===== config.mk =====
export PLATFORM = sky130hd
export DESIGN_NAME = bcd_subtractor8_serial
export DESIGN_NICKNAME = d
export VERILOG_FILES = /design/src/rtl/bcd_pkg.sv /design/src/rtl/bcd_digit_sub.sv /design/src/rtl/bcd_subtractor8_serial.sv
export SDC_FILE = /design/constraint.sdc
export NUM_CORES = 1
export LEC_CHECK = 0
export BUFFER_PORTS_ARGS = -buffer_cell sky130_fd_sc_hd__buf_4
export CORE_MARGIN = 2
export CORE_UTILIZATION = 55
export CTS_BUF_LIST = sky130_fd_sc_hd__clkbuf_4
export DETAILED_ROUTE_END_ITERATION = 6
export PLACE_DENSITY = 0.83
export SYNTH_ARGS = -nofsm -noshare
export SYNTH_HDL_FRONTEND = slang
export SYNTH_HIERARCHICAL = 1
export SYNTH_SLANG_ARGS = --single-unit
export TNS_END_PERCENT = 50

===== constraint.sdc =====
create_clock -name clk -period 4.76 [get_ports clk]
set_clock_uncertainty 0.2 [all_clocks]
set_input_delay 0.238 -clock clk [delete_from_list [all_inputs] [get_ports clk]]
set_output_delay 0.238 -clock clk [all_outputs]
set_load 0.03 [all_outputs]

===== src/rtl/bcd_pkg.sv =====
// rtl/bcd_pkg.sv - shared BCD types, radix constant and single-digit subtract helper
package bcd_pkg;

   typedef enum logic [1:0] {
      IDLE,
      CALC,
      DONE
   } bcd_sub_state_t;

   localparam int BCD_RADIX = 10;

   // Returns {borrow_out, digit}; a negative 5-bit difference is folded back by the radix.
   function automatic logic [4:0] bcd_digit_sub(input logic [3:0] a4,
                                                input logic [3:0] b4,
                                                input logic       br);
      logic [4:0] t;
      t = {1'b0, a4} - {1'b0, b4} - {4'b0000, br};
      if (t[4]) begin
         bcd_digit_sub = {1'b1, t[3:0] + 4'(BCD_RADIX)};
      end else begin
         bcd_digit_sub = {1'b0, t[3:0]};
      end
   endfunction

endpackage


===== src/rtl/bcd_digit_sub.sv =====
// rtl/bcd_digit_sub.sv - combinational single-digit BCD subtract stage
module bcd_digit_sub (
   input  logic [3:0] a4,
   input  logic [3:0] b4,
   input  logic       br_in,
   output logic [3:0] d4,
   output logic       br_out
);

   always_comb begin
      {br_out, d4} = bcd_pkg::bcd_digit_sub(a4, b4, br_in);
   end

endmodule


===== src/rtl/bcd_subtractor8_serial.sv =====
// rtl/bcd_subtractor8_serial.sv - digit-serial packed-BCD subtractor, LSD first; BCD_CHECK_EN adds err
module bcd_subtractor8_serial
   import bcd_pkg::*;
#(
   parameter int DIGITS = 2
) (
   input  logic                clk,
   input  logic                rst,
   input  logic [4*DIGITS-1:0] a,
   input  logic [4*DIGITS-1:0] b,
   input  logic                bin,
   input  logic                in_valid,
   output logic                in_ready,
   output logic [4*DIGITS-1:0] diff,
   output logic                bout,
   output logic                out_valid,
   input  logic                out_ready
`ifdef BCD_CHECK_EN
   ,
   output logic                err
`endif
);

   localparam int W  = 4 * DIGITS;
   localparam int KW = (DIGITS > 1) ? $clog2(DIGITS) : 1;
   localparam logic [KW-1:0] K_LAST = KW'(DIGITS - 1);

   bcd_sub_state_t state_q, state_d;
   logic [KW-1:0]  k_q, k_d;
   logic [W-1:0]   a_q, a_d;
   logic [W-1:0]   b_q, b_d;
   logic           br_q, br_d;
   logic [W-1:0]   diff_q, diff_d;
   logic           bout_q, bout_d;
   logic           in_ready_q, in_ready_d;
   logic           out_valid_q, out_valid_d;

   logic [3:0]     dig_d4;
   logic           dig_br;

   // Operands shift right each CALC cycle, so the active digit is always in [3:0].
   bcd_digit_sub u_digit (
      .a4     (a_q[3:0]),
      .b4     (b_q[3:0]),
      .br_in  (br_q),
      .d4     (dig_d4),
      .br_out (dig_br)
   );

`ifdef BCD_CHECK_EN
   logic err_q, err_d;
   logic bad_nibble;

   always_comb begin
      bad_nibble = 1'b0;
      for (int i = 0; i < DIGITS; i++) begin
         if (a[4*i +: 4] > 4'd9 || b[4*i +: 4] > 4'd9) begin
            bad_nibble = 1'b1;
         end
      end
   end
`endif

   always_comb begin
      state_d     = state_q;
      k_d         = k_q;
      a_d         = a_q;
      b_d         = b_q;
      br_d        = br_q;
      diff_d      = diff_q;
      bout_d      = bout_q;
      in_ready_d  = in_ready_q;
      out_valid_d = out_valid_q;
`ifdef BCD_CHECK_EN
      err_d       = err_q;
`endif
      case (state_q)
         IDLE: begin
            if (in_valid && in_ready_q) begin
               a_d        = a;
               b_d        = b;
               br_d       = bin;
               diff_d     = '0;
               k_d        = '0;
               in_ready_d = 1'b0;
               state_d    = CALC;
`ifdef BCD_CHECK_EN
               err_d      = bad_nibble;
`endif
            end
         end
         CALC: begin
            a_d    = a_q >> 4;
            b_d    = b_q >> 4;
            br_d   = dig_br;
            diff_d = (diff_q >> 4) | (W'(dig_d4) << (W - 4));
            if (k_q == K_LAST) begin
               bout_d      = dig_br;
               out_valid_d = 1'b1;
               state_d     = DONE;
            end else begin
               k_d = k_q + KW'(1);
            end
         end
         DONE: begin
            if (out_ready) begin
               out_valid_d = 1'b0;
               in_ready_d  = 1'b1;
               state_d     = IDLE;
            end
         end
         default: begin
            state_d     = IDLE;
            in_ready_d  = 1'b1;
            out_valid_d = 1'b0;
         end
      endcase
   end

   always_ff @(posedge clk) begin
      if (rst) begin
         state_q     <= IDLE;
         k_q         <= '0;
         a_q         <= '0;
         b_q         <= '0;
         br_q        <= 1'b0;
         diff_q      <= '0;
         bout_q      <= 1'b0;
         in_ready_q  <= 1'b1;
         out_valid_q <= 1'b0;
`ifdef BCD_CHECK_EN
         err_q       <= 1'b0;
`endif
      end else begin
         state_q     <= state_d;
         k_q         <= k_d;
         a_q         <= a_d;
         b_q         <= b_d;
         br_q        <= br_d;
         diff_q      <= diff_d;
         bout_q      <= bout_d;
         in_ready_q  <= in_ready_d;
         out_valid_q <= out_valid_d;
`ifdef BCD_CHECK_EN
         err_q       <= err_d;
`endif
      end
   end

   assign in_ready  = in_ready_q;
   assign out_valid = out_valid_q;
   assign diff      = diff_q;
   assign bout      = bout_q;
`ifdef BCD_CHECK_EN
   assign err       = err_q;
`endif

endmodule

==> results of run 1 <==
stage by stage:
| stage | worst slack [ps] | instances |
|---|---|---|
| CTS | 2060 | 219 |
| detailed placement | 2100 | 204 |
| global placement | 2170 | 204 |
| floorplan | 2240 | 152 |
| finish | 2060 | 219 |
| global route | 1870 | 219 |
area by class of cell:
| cell class | count | area (um2) |
|---|---|---|
| clock buffer | 6 | 45.0 |
| timing repair buffer | 39 | 313 |
| tap | 31 | 38.8 |
| sequential | 31 | 621 |
| inverter | 18 | 67.6 |
| fill | 211 | 806 |
| multi-input combinational | 93 | 790 |
| clock inverter | 1 | 30.0 |
worst max-delay path: cells and delay by family, from the launching register on:
kind / cells / cell delay, ps
mux: 1 / 190
simple gates: 2 / 350
compound gates: 2 / 560
flops: 1 / 340
buf+inv: 2 / 90
fa+ha+maj: 2 / 850
cells in the mapped netlist, types with 2 or more instances:
cell	number	area, um2
nand2b_1	6	37.5
a22o_1	7	61.3
xnor2_1	3	26.3
nor2_1	2	7.51
a211oi_2	6	75.1
a211oi_1	4	30.0
ha_1	7	87.6
buf_6	2	22.5
fa_1	2	40.0
buf_2	6	30.0
nand2_1	3	11.3
dfxtp_1	31	621
a21oi_1	13	65.1
o32ai_1	8	70.1
inv_1	18	67.6
nand3b_1	3	22.5
xor2_1	2	17.5
o21ai_0	2	10.0
and2_1	2	12.5
mux2i_1	11	110
flip-flops by register name, indices dropped and copies added, names as in the netlist:
register   cells
a_q            8
b_q            8
bout           1
br_q           1
diff           8
in_ready       1
k_q            1
out_valid      1
state_q        2
power groups by stage:
stage               sequential (mW)  combinational, mW  clock [mW]
floorplan                     0.322              0.187           0
global route                  0.305              0.287       0.217
finish                        0.301              0.259       0.201
global placement              0.306              0.243           0
CTS                           0.302              0.261       0.207
detailed placement            0.308              0.254           0
repair_timing:
item | CTS | global route
endpoints found under the hold margin | 8 | 0
hold buffers | 8 | 0
setup buffers | 0 | 0
how the worst max path moves through the flow:
stage	endpoint	slack, ps	cells after the start
after global placement	diff[6]$_SDFFE_PP0P_	2170	9
after CTS	diff[6]$_SDFFE_PP0P_	2060	9
final	diff[6]$_SDFFE_PP0P_	2060	9
after detailed placement	diff[6]$_SDFFE_PP0P_	2100	9
after floorplan	diff[6]$_SDFFE_PP0P_	2240	9
after global routing	diff[6]$_SDFFE_PP0P_	1870	9
per-layer routing:
layer / up-vias / share of wire, %
li1: 614 / -
met4: 0 / 1.7
met2: 31 / 50
met1: 548 / 43
met5: - / 0
met3: 5 / 5.0
kinds of logic after synthesis:
family / count (synthesis) / share of synthesized area, %
fa+ha+maj: 9 / 8.21
simple gates: 20 / 7.81
compound gates: 46 / 23.2
flops: 31 / 39.9
xor+xnor: 5 / 2.82
mux: 13 / 8.78
buf+inv: 28 / 9.26
==> impl_metrics.toml, run 1 <==
[cts]
clock_latency_ps = 340
h-tree-depth = 2
numCtsBuffers = 5
cts_buffer_depth = 2
tritoncts = "done"
cts_resized = 0
clk_pin_slew_ps = 100
clockRootBuffer = "clkbuf_4"
cts.sinks = 31

[logic_synthesis]
yosys_warnings = 6
synthArstFlopShare_pct = 0
syn_area_um2 = 1550
synth_edf_count = 0
ys_types = 34
ys_seq_elements = 31
synth_flop_cell = "dfxtp_1"
syn-num-nets = 182
synthCells = 152
ys_seq_area_share_pct = 39.9
synth.avg_cell_area_um2 = 10.2

[layout]
num_antenna_cells = 0
final_cell_area_um2 = 1900
fin_util_pct = 70.3
drive_gt1_share_pct = 26.1
nets = 218
syn2layout_area_growth_pct = 22.5
final_cell_mix = "31 x dfxtp_1, 31 x buf_4, 18 x inv_1"

[timing]
timing.fmax_ghz = 0.370
slew_headroom_pct = 40.3
finalCritPeriodShare_pct = 56.7
worstMarginPinSlew_ps = 896
rsz0062_at_grt = "no"
period_needed_ps = 2700
fin_setup_tns_ps = 0
drv_slew = 0
finalHoldViolCount = 0
setup_violations = 0
fin_hold_ws_ps = 32.9

[critical_path]
cp_slowest_cell = "fa_1"
regToRegStartpoint = "b_q[0]$_SDFFE_PP0P_"
startpoint = "b_q[0]$_SDFFE_PP0P_"
reg2reg_depth = 9
cp_max_fo = 3
critPathRequiredTime_ps = 4790
cp-start-kind = "flip-flop"
crit_chain = "inv_1, fa_1, fa_1, nand2b_1, a211o_1, and2_4, mux2_4, inv_1, o32ai_1"
r2r_end = "diff[6]$_SDFFE_PP0P_"
crit_type = "reg2reg"
end_kind = "flip-flop"
cp.arrival_ps = 2730
slowest_delay_ps = 440
ff2ff_setup_slack_ps = 2060

[route]
postRouteWirelength_um = 2960
vias = 1198
drtPass1Iterations = 4
avgRoutedWirePerCell_um = 13.5
drc_errors = 0
vias_per_cell = 5.47
drt_iter0_markers = 19
ant_nets = 0

[power]
leakage_nw = 0.856
p_switching_mw = 0.235
power.share.clock_pct = 26.4
p_int_mw = 0.526
p_comb_share_pct = 34.0
irDropWorstVdd_uv = 327
power_density_nw_per_um2 = 400
p_sw_share_pct = 30.9
power.total_mw = 0.761
p_seq_share_pct = 39.6

[min_path]
whs_path_depth = 3
hp-start = "a[4]"
hold_class = "in2reg"
min_to = "a_q[4]$_SDFFE_PP0P_"

[floorplanning]
die-area_um2 = 3270
start_util_pct = 57.3
core_um2 = 2710
die_x_um = 57.2
die_h_um = 57.2
placementRows = 19
io_pins = 32

[grt]
use_met3_pct = 7.71
grt_busiest_layer = "met2"
grt_max_degree = 31
track_usage_pct = 20.4
grtUsageMet2_pct = 34.2
grt_antenna_before_repair = 0
grt_pass1_vias = 1195
grt.met1_usage_pct = 22.0
grt_pass1_wl_um = 5030
grt_remaining_overflow = 0

[outcome]
status = "complete, no violations"

[place]
portBuffers = 31
gp_congestion = 0.824
dpl.hpwl_um = 2130
placed_area_um2 = 1750

[run]
drv_cap = 0
(Power assumes the default switching activity.)
==> run 2: changes to the inputs <==
--- a/config.mk
+++ b/config.mk
@@ -7,10 +7,10 @@
 export LEC_CHECK = 0
 export BUFFER_PORTS_ARGS = -buffer_cell sky130_fd_sc_hd__buf_4
 export CORE_MARGIN = 2
-export CORE_UTILIZATION = 55
+export CORE_UTILIZATION = 51
 export CTS_BUF_LIST = sky130_fd_sc_hd__clkbuf_4
 export DETAILED_ROUTE_END_ITERATION = 6
-export PLACE_DENSITY = 0.83
+export PLACE_DENSITY = 0.81
 export SYNTH_ARGS = -nofsm -noshare
 export SYNTH_HDL_FRONTEND = slang
 export SYNTH_HIERARCHICAL = 1
==> constraint.sdc (replaced) <==
create_clock -name clk -period 2.2 [get_ports clk]
set_clock_uncertainty 0.2 [all_clocks]
set_input_delay 0.11 -clock clk [delete_from_list [all_inputs] [get_ports clk]]
set_output_delay 0.11 -clock clk [all_outputs]
set_load 0.03 [all_outputs]
==> impl_metrics.toml, run 2 (synthesis gave the netlist of run 1 again) <==
[grt]
grt_antenna_before_repair = 0
grt_pass1_wl_um = 5850
grt_pass1_vias = 1374
grt_max_degree = 31
track_usage_pct = 22.9
grt_remaining_overflow = 0

[timing]
setup_ws_ps = -266
setup_violations = 5
period_needed_ps = 2470
timing.fmax_ghz = 0.405
finalCritPeriodShare_pct = 112
rsz0062_at_grt = "yes"
worstMarginPinSlew_ps = 428
drv_slew = 0
finalHoldViolCount = 0
slew_headroom_pct = 71.5

[route]
vias = 1348
ant_nets = 0
drtPass1Iterations = 4
avgRoutedWirePerCell_um = 14.7
postRouteWirelength_um = 3620
vias_per_cell = 5.46
drc_errors = 0
drt_iter0_markers = 51

[floorplanning]
die_h_um = 59.2
io_pins = 32
core_um2 = 2980
start_util_pct = 52.2
die-area_um2 = 3500
die_x_um = 59.2
placementRows = 20

[cts]
cts.sinks = 31
clk_pin_slew_ps = 100
h-tree-depth = 2
cts_buffer_depth = 2
numCtsBuffers = 5
clockRootBuffer = "clkbuf_4"
tritoncts = "done"
clock_latency_ps = 340

[power]
power_density_nw_per_um2 = 868
p_int_mw = 1.34
power.total_mw = 1.91
p_sw_share_pct = 30.3
p_seq_share_pct = 34.2
leakage_nw = 0.999
p_switching_mw = 0.579
power.share.clock_pct = 29.4
p_comb_share_pct = 36.4
irDropWorstVdd_uv = 449

[layout]
syn2layout_area_growth_pct = 41.9
nets = 243
drive_gt1_share_pct = 33.6
num_antenna_cells = 0
final_cell_mix = "40 x buf_4, 28 x dfxtp_1, 24 x dlygate4sd3_1"
fillers = 200
final_common_cell = "buf_4"

[critical_path]
cp-start-kind = "flip-flop"
end_kind = "flip-flop"
cp_max_fo = 3
startpoint = "br_q$_SDFFE_PP0P_"
regToRegStartpoint = "br_q$_SDFFE_PP0P_"
cp.arrival_ps = 2490
crit_type = "reg2reg"
crit_chain = "inv_2, fa_2, fa_2, nand2b_4, a211o_1, and2_4, mux2_4, inv_2, o32ai_2"
critPathRequiredTime_ps = 2220
slowest_delay_ps = 370
cp_slowest_cell = "fa_2"

[run]
drv_cap = 0

[place]
dpl.hpwl_um = 2340
portBuffers = 31
gp_congestion = 0.782
place_ws_ps = -301

[outcome]
status = "complete, but fails checks"
violations = "setup timing"

[min_path]
hp-start = "diff[1]$_SDFFE_PP0P_"
hold_class = "reg2reg"
-- run 2: cell type report --
cell class                 instances  area, um2  area share (%)
clock buffer                       5       37.5            1.70
tap                               33       41.3            1.87
multi-input combinational         93        826            37.5
sequential                        31        624            28.3
timing repair buffer              64        541            24.5
inverter                          18       67.6            3.06
clock inverter                     3       67.6            3.06
-- run 2: what timing repair did --
action                     CTS  global route
resized for setup            3             3
setup endpoints to repair    5             8
buffers inserted             1             1
hold endpoints to repair    22             0
pin swaps                    2             0
hold buffers                24             0
-- run 2: power by group through the flow --
stage	combinational [mW]	clock [mW]	sequential, mW
final	0.698	0.563	0.655
after global routing	0.759	0.595	0.661
after CTS	0.673	0.565	0.654
after detailed placement	0.610	0	0.666
after global placement	0.586	0	0.661
after floorplan	0.420	0	0.699
-- run 2: critical path, delay by kind of cell, from the launching register on --
kind | cells | cell delay (ps)
adders and majority gates | 2 | 740
DFF | 1 | 350
AOI/OAI and AO/OA | 2 | 340
and+or+nand+nor | 2 | 340
muxes | 1 | 300
buffers and inverters | 2 | 90
-- run 2: stage by stage --
step           setup TNS, ps  std cells  utilization (%)  instance area, um2  hold WS [ps]
3_3_place_gp            -811        213             61.1                1820           123
4_1_cts                -1110        246             73.5                2190           283
3_5_place_dp           -1240        213             61.1                1820           127
5_1_grt                -1470        247             74.0                2200           306
6_report               -1130        247             74.0                2200           280
2_1_floorplan           -490        152                -                1570          35.7
-- run 2: per-layer routing --
| metal | vias up | routed length [um] | track usage, % |
|---|---|---|---|
| li1 | 658 | - | - |
| met1 | 648 | 1460 | 24.4 |
| met2 | 35 | 1960 | 41.3 |
| met3 | 7 | 147 | 8.08 |
| met4 | 0 | 51 | 8.12 |
| met5 | - | 0 | 0 |
-- run 2: path summary, 6_finish.rpt --
| path | endpoint | slack [ps] | cells after the start |
|---|---|---|---|
| setup / recovery | diff[6]$_SDFFE_PP0P_ | -270 | 9 |
| hold / removal | diff[1]$_SDFFE_PP0P_ | 280 | 2 |
| setup reg to reg | diff[6]$_SDFFE_PP0P_ | -270 | 9 |
| hold reg to reg | diff[1]$_SDFFE_PP0P_ | 280 | 2 |
==> run 3: changes to the inputs <==
--- a/config.mk
+++ b/config.mk
@@ -10,7 +10,9 @@
 export CORE_UTILIZATION = 51
 export CTS_BUF_LIST = sky130_fd_sc_hd__clkbuf_4
 export DETAILED_ROUTE_END_ITERATION = 6
+export MAX_ROUTING_LAYER = met4
 export PLACE_DENSITY = 0.81
+export SKIP_LAST_GASP = 1
 export SYNTH_ARGS = -nofsm -noshare
 export SYNTH_HDL_FRONTEND = slang
 export SYNTH_HIERARCHICAL = 1
==> impl_metrics.toml, run 3 (synthesis gave the netlist of run 1 again) <==
[outcome]
status = "complete, but fails checks"
violations = "setup timing"

[route]
avgRoutedWirePerCell_um = 14.6
drtPass1Iterations = 4
drc_errors = 0
postRouteWirelength_um = 3600
drt_iter0_markers = 44
vias_per_cell = 5.45
vias = 1346
ant_nets = 0

[floorplanning]
die_x_um = 59.2
start_util_pct = 52.2
placementRows = 20
die-area_um2 = 3500
core_um2 = 2980
die_h_um = 59.2
io_pins = 32

[layout]
final_cell_area_um2 = 2200
final_common_cell = "buf_4"
num_antenna_cells = 0
layout.cells.non_filler = 247
syn2layout_area_growth_pct = 41.8
fin_util_pct = 74.0
nets = 243
final_cell_mix = "40 x buf_4, 28 x dfxtp_1, 24 x dlygate4sd3_1"
drive_gt1_share_pct = 33.2

[run]
drv_cap = 0

[cts]
h-tree-depth = 2
clockRootBuffer = "clkbuf_4"
clock_latency_ps = 340
cts_buffer_depth = 2
tritoncts = "done"
clk_pin_slew_ps = 100
cts.sinks = 31
numCtsBuffers = 5

[critical_path]
cp.arrival_ps = 2480
critPathRequiredTime_ps = 2220
r2r_end = "diff[6]$_SDFFE_PP0P_"
reg2reg_depth = 9
crit_chain = "inv_2, fa_2, fa_2, nand2b_4, a211o_1, and2_4, mux2_4, inv_2, o32ai_2"
cp_slowest_cell = "fa_2"
ff2ff_setup_slack_ps = -260
end_kind = "flip-flop"
cp-start-kind = "flip-flop"
regToRegStartpoint = "br_q$_SDFFE_PP0P_"
crit_type = "reg2reg"
cp_max_fo = 3
slowest_delay_ps = 370

[min_path]
whs_path_depth = 2
hold_class = "reg2reg"
min_to = "diff[1]$_SDFFE_PP0P_"
hp-start = "diff[1]$_SDFFE_PP0P_"

[place]
dp.cells = 213
gp_congestion = 0.793
dpl.hpwl_um = 2340
placed_area_um2 = 1820
portBuffers = 31
place_ws_ps = -301

[timing]
finalCritPeriodShare_pct = 112
setup_violations = 5
setup_ws_ps = -260
rsz0062_at_grt = "yes"
drv_slew = 0
timing.fmax_ghz = 0.407
slew_headroom_pct = 71.0
worstMarginPinSlew_ps = 435
finalHoldViolCount = 0
period_needed_ps = 2460
fin_hold_ws_ps = 280
fin_setup_tns_ps = -1130

[grt]
grt_max_degree = 31
track_usage_pct = 23.6
grtUsageMet2_pct = 41.3
grt_pass1_vias = 1373
grt.met1_usage_pct = 24.4
grt_antenna_before_repair = 0
use_met3_pct = 8.08
grt_remaining_overflow = 0
grt_pass1_wl_um = 5850
grt_busiest_layer = "met2"

[power]
power_density_nw_per_um2 = 869
leakage_nw = 1.00
power.total_mw = 1.91
irDropWorstVdd_uv = 448
run 3: worst max-delay path: cells and delay by family (launching register included):
family	cells	cell delay [ps]
muxes	1	300
adders and majority gates	2	730
buffers and inverters	2	90
DFF	1	350
and+or+nand+nor	2	340
AOI/OAI and AO/OA	2	340
run 3: repair_timing:
action | 4_1_cts | 5_1_grt
pin swaps | 1 | 0
buffers inserted | 1 | 1
resized for setup | 3 | 2
hold buffers | 24 | 0
endpoints found under the setup margin | 5 | 8
endpoints found under the hold margin | 22 | 0
run 3: routing by layer:
metal | share of wire (%) | vias up
met2 | 54 | 43
li1 | - | 659
met1 | 40 | 637
met4 | 1.4 | 0
met3 | 4.6 | 7
met5 | 0 | -
run 3: how the worst max path moves through the flow:
stage	start	to	slack (ps)	cells past startpoint
2_1_floorplan	br_q$_SDFFE_PP0P_	diff[6]$_SDFFE_PP0P_	-160	9
3_3_place_gp	br_q$_SDFFE_PP0P_	diff[6]$_SDFFE_PP0P_	-200	9
3_5_place_dp	b_q[0]$_SDFFE_PP0P_	diff[5]$_SDFFE_PP0P_	-300	9
4_1_cts	br_q$_SDFFE_PP0P_	diff[5]$_SDFFE_PP0P_	-270	9
5_1_grt	br_q$_SDFFE_PP0P_	diff[7]$_SDFFE_PP0P_	-330	9
6_report	br_q$_SDFFE_PP0P_	diff[6]$_SDFFE_PP0P_	-260	9
run 3: report_power, final:
part,internal (mW),total (mW),switching [mW]
registers,0.617,0.655,0.0372
logic,0.364,0.696,0.332
clock network,0.353,0.563,0.210
run 3: area by class of cell:
| type | instances | area, um2 |
|---|---|---|
| Sequential cell | 31 | 624 |
| Timing Repair Buffer | 64 | 541 |
| Tap cell | 33 | 41.3 |
| Clock buffer | 5 | 37.5 |
| Multi-Input combinational cell | 93 | 825 |
| Fill cell | 201 | 774 |
| Clock inverter | 3 | 67.6 |
| Inverter | 18 | 67.6 |
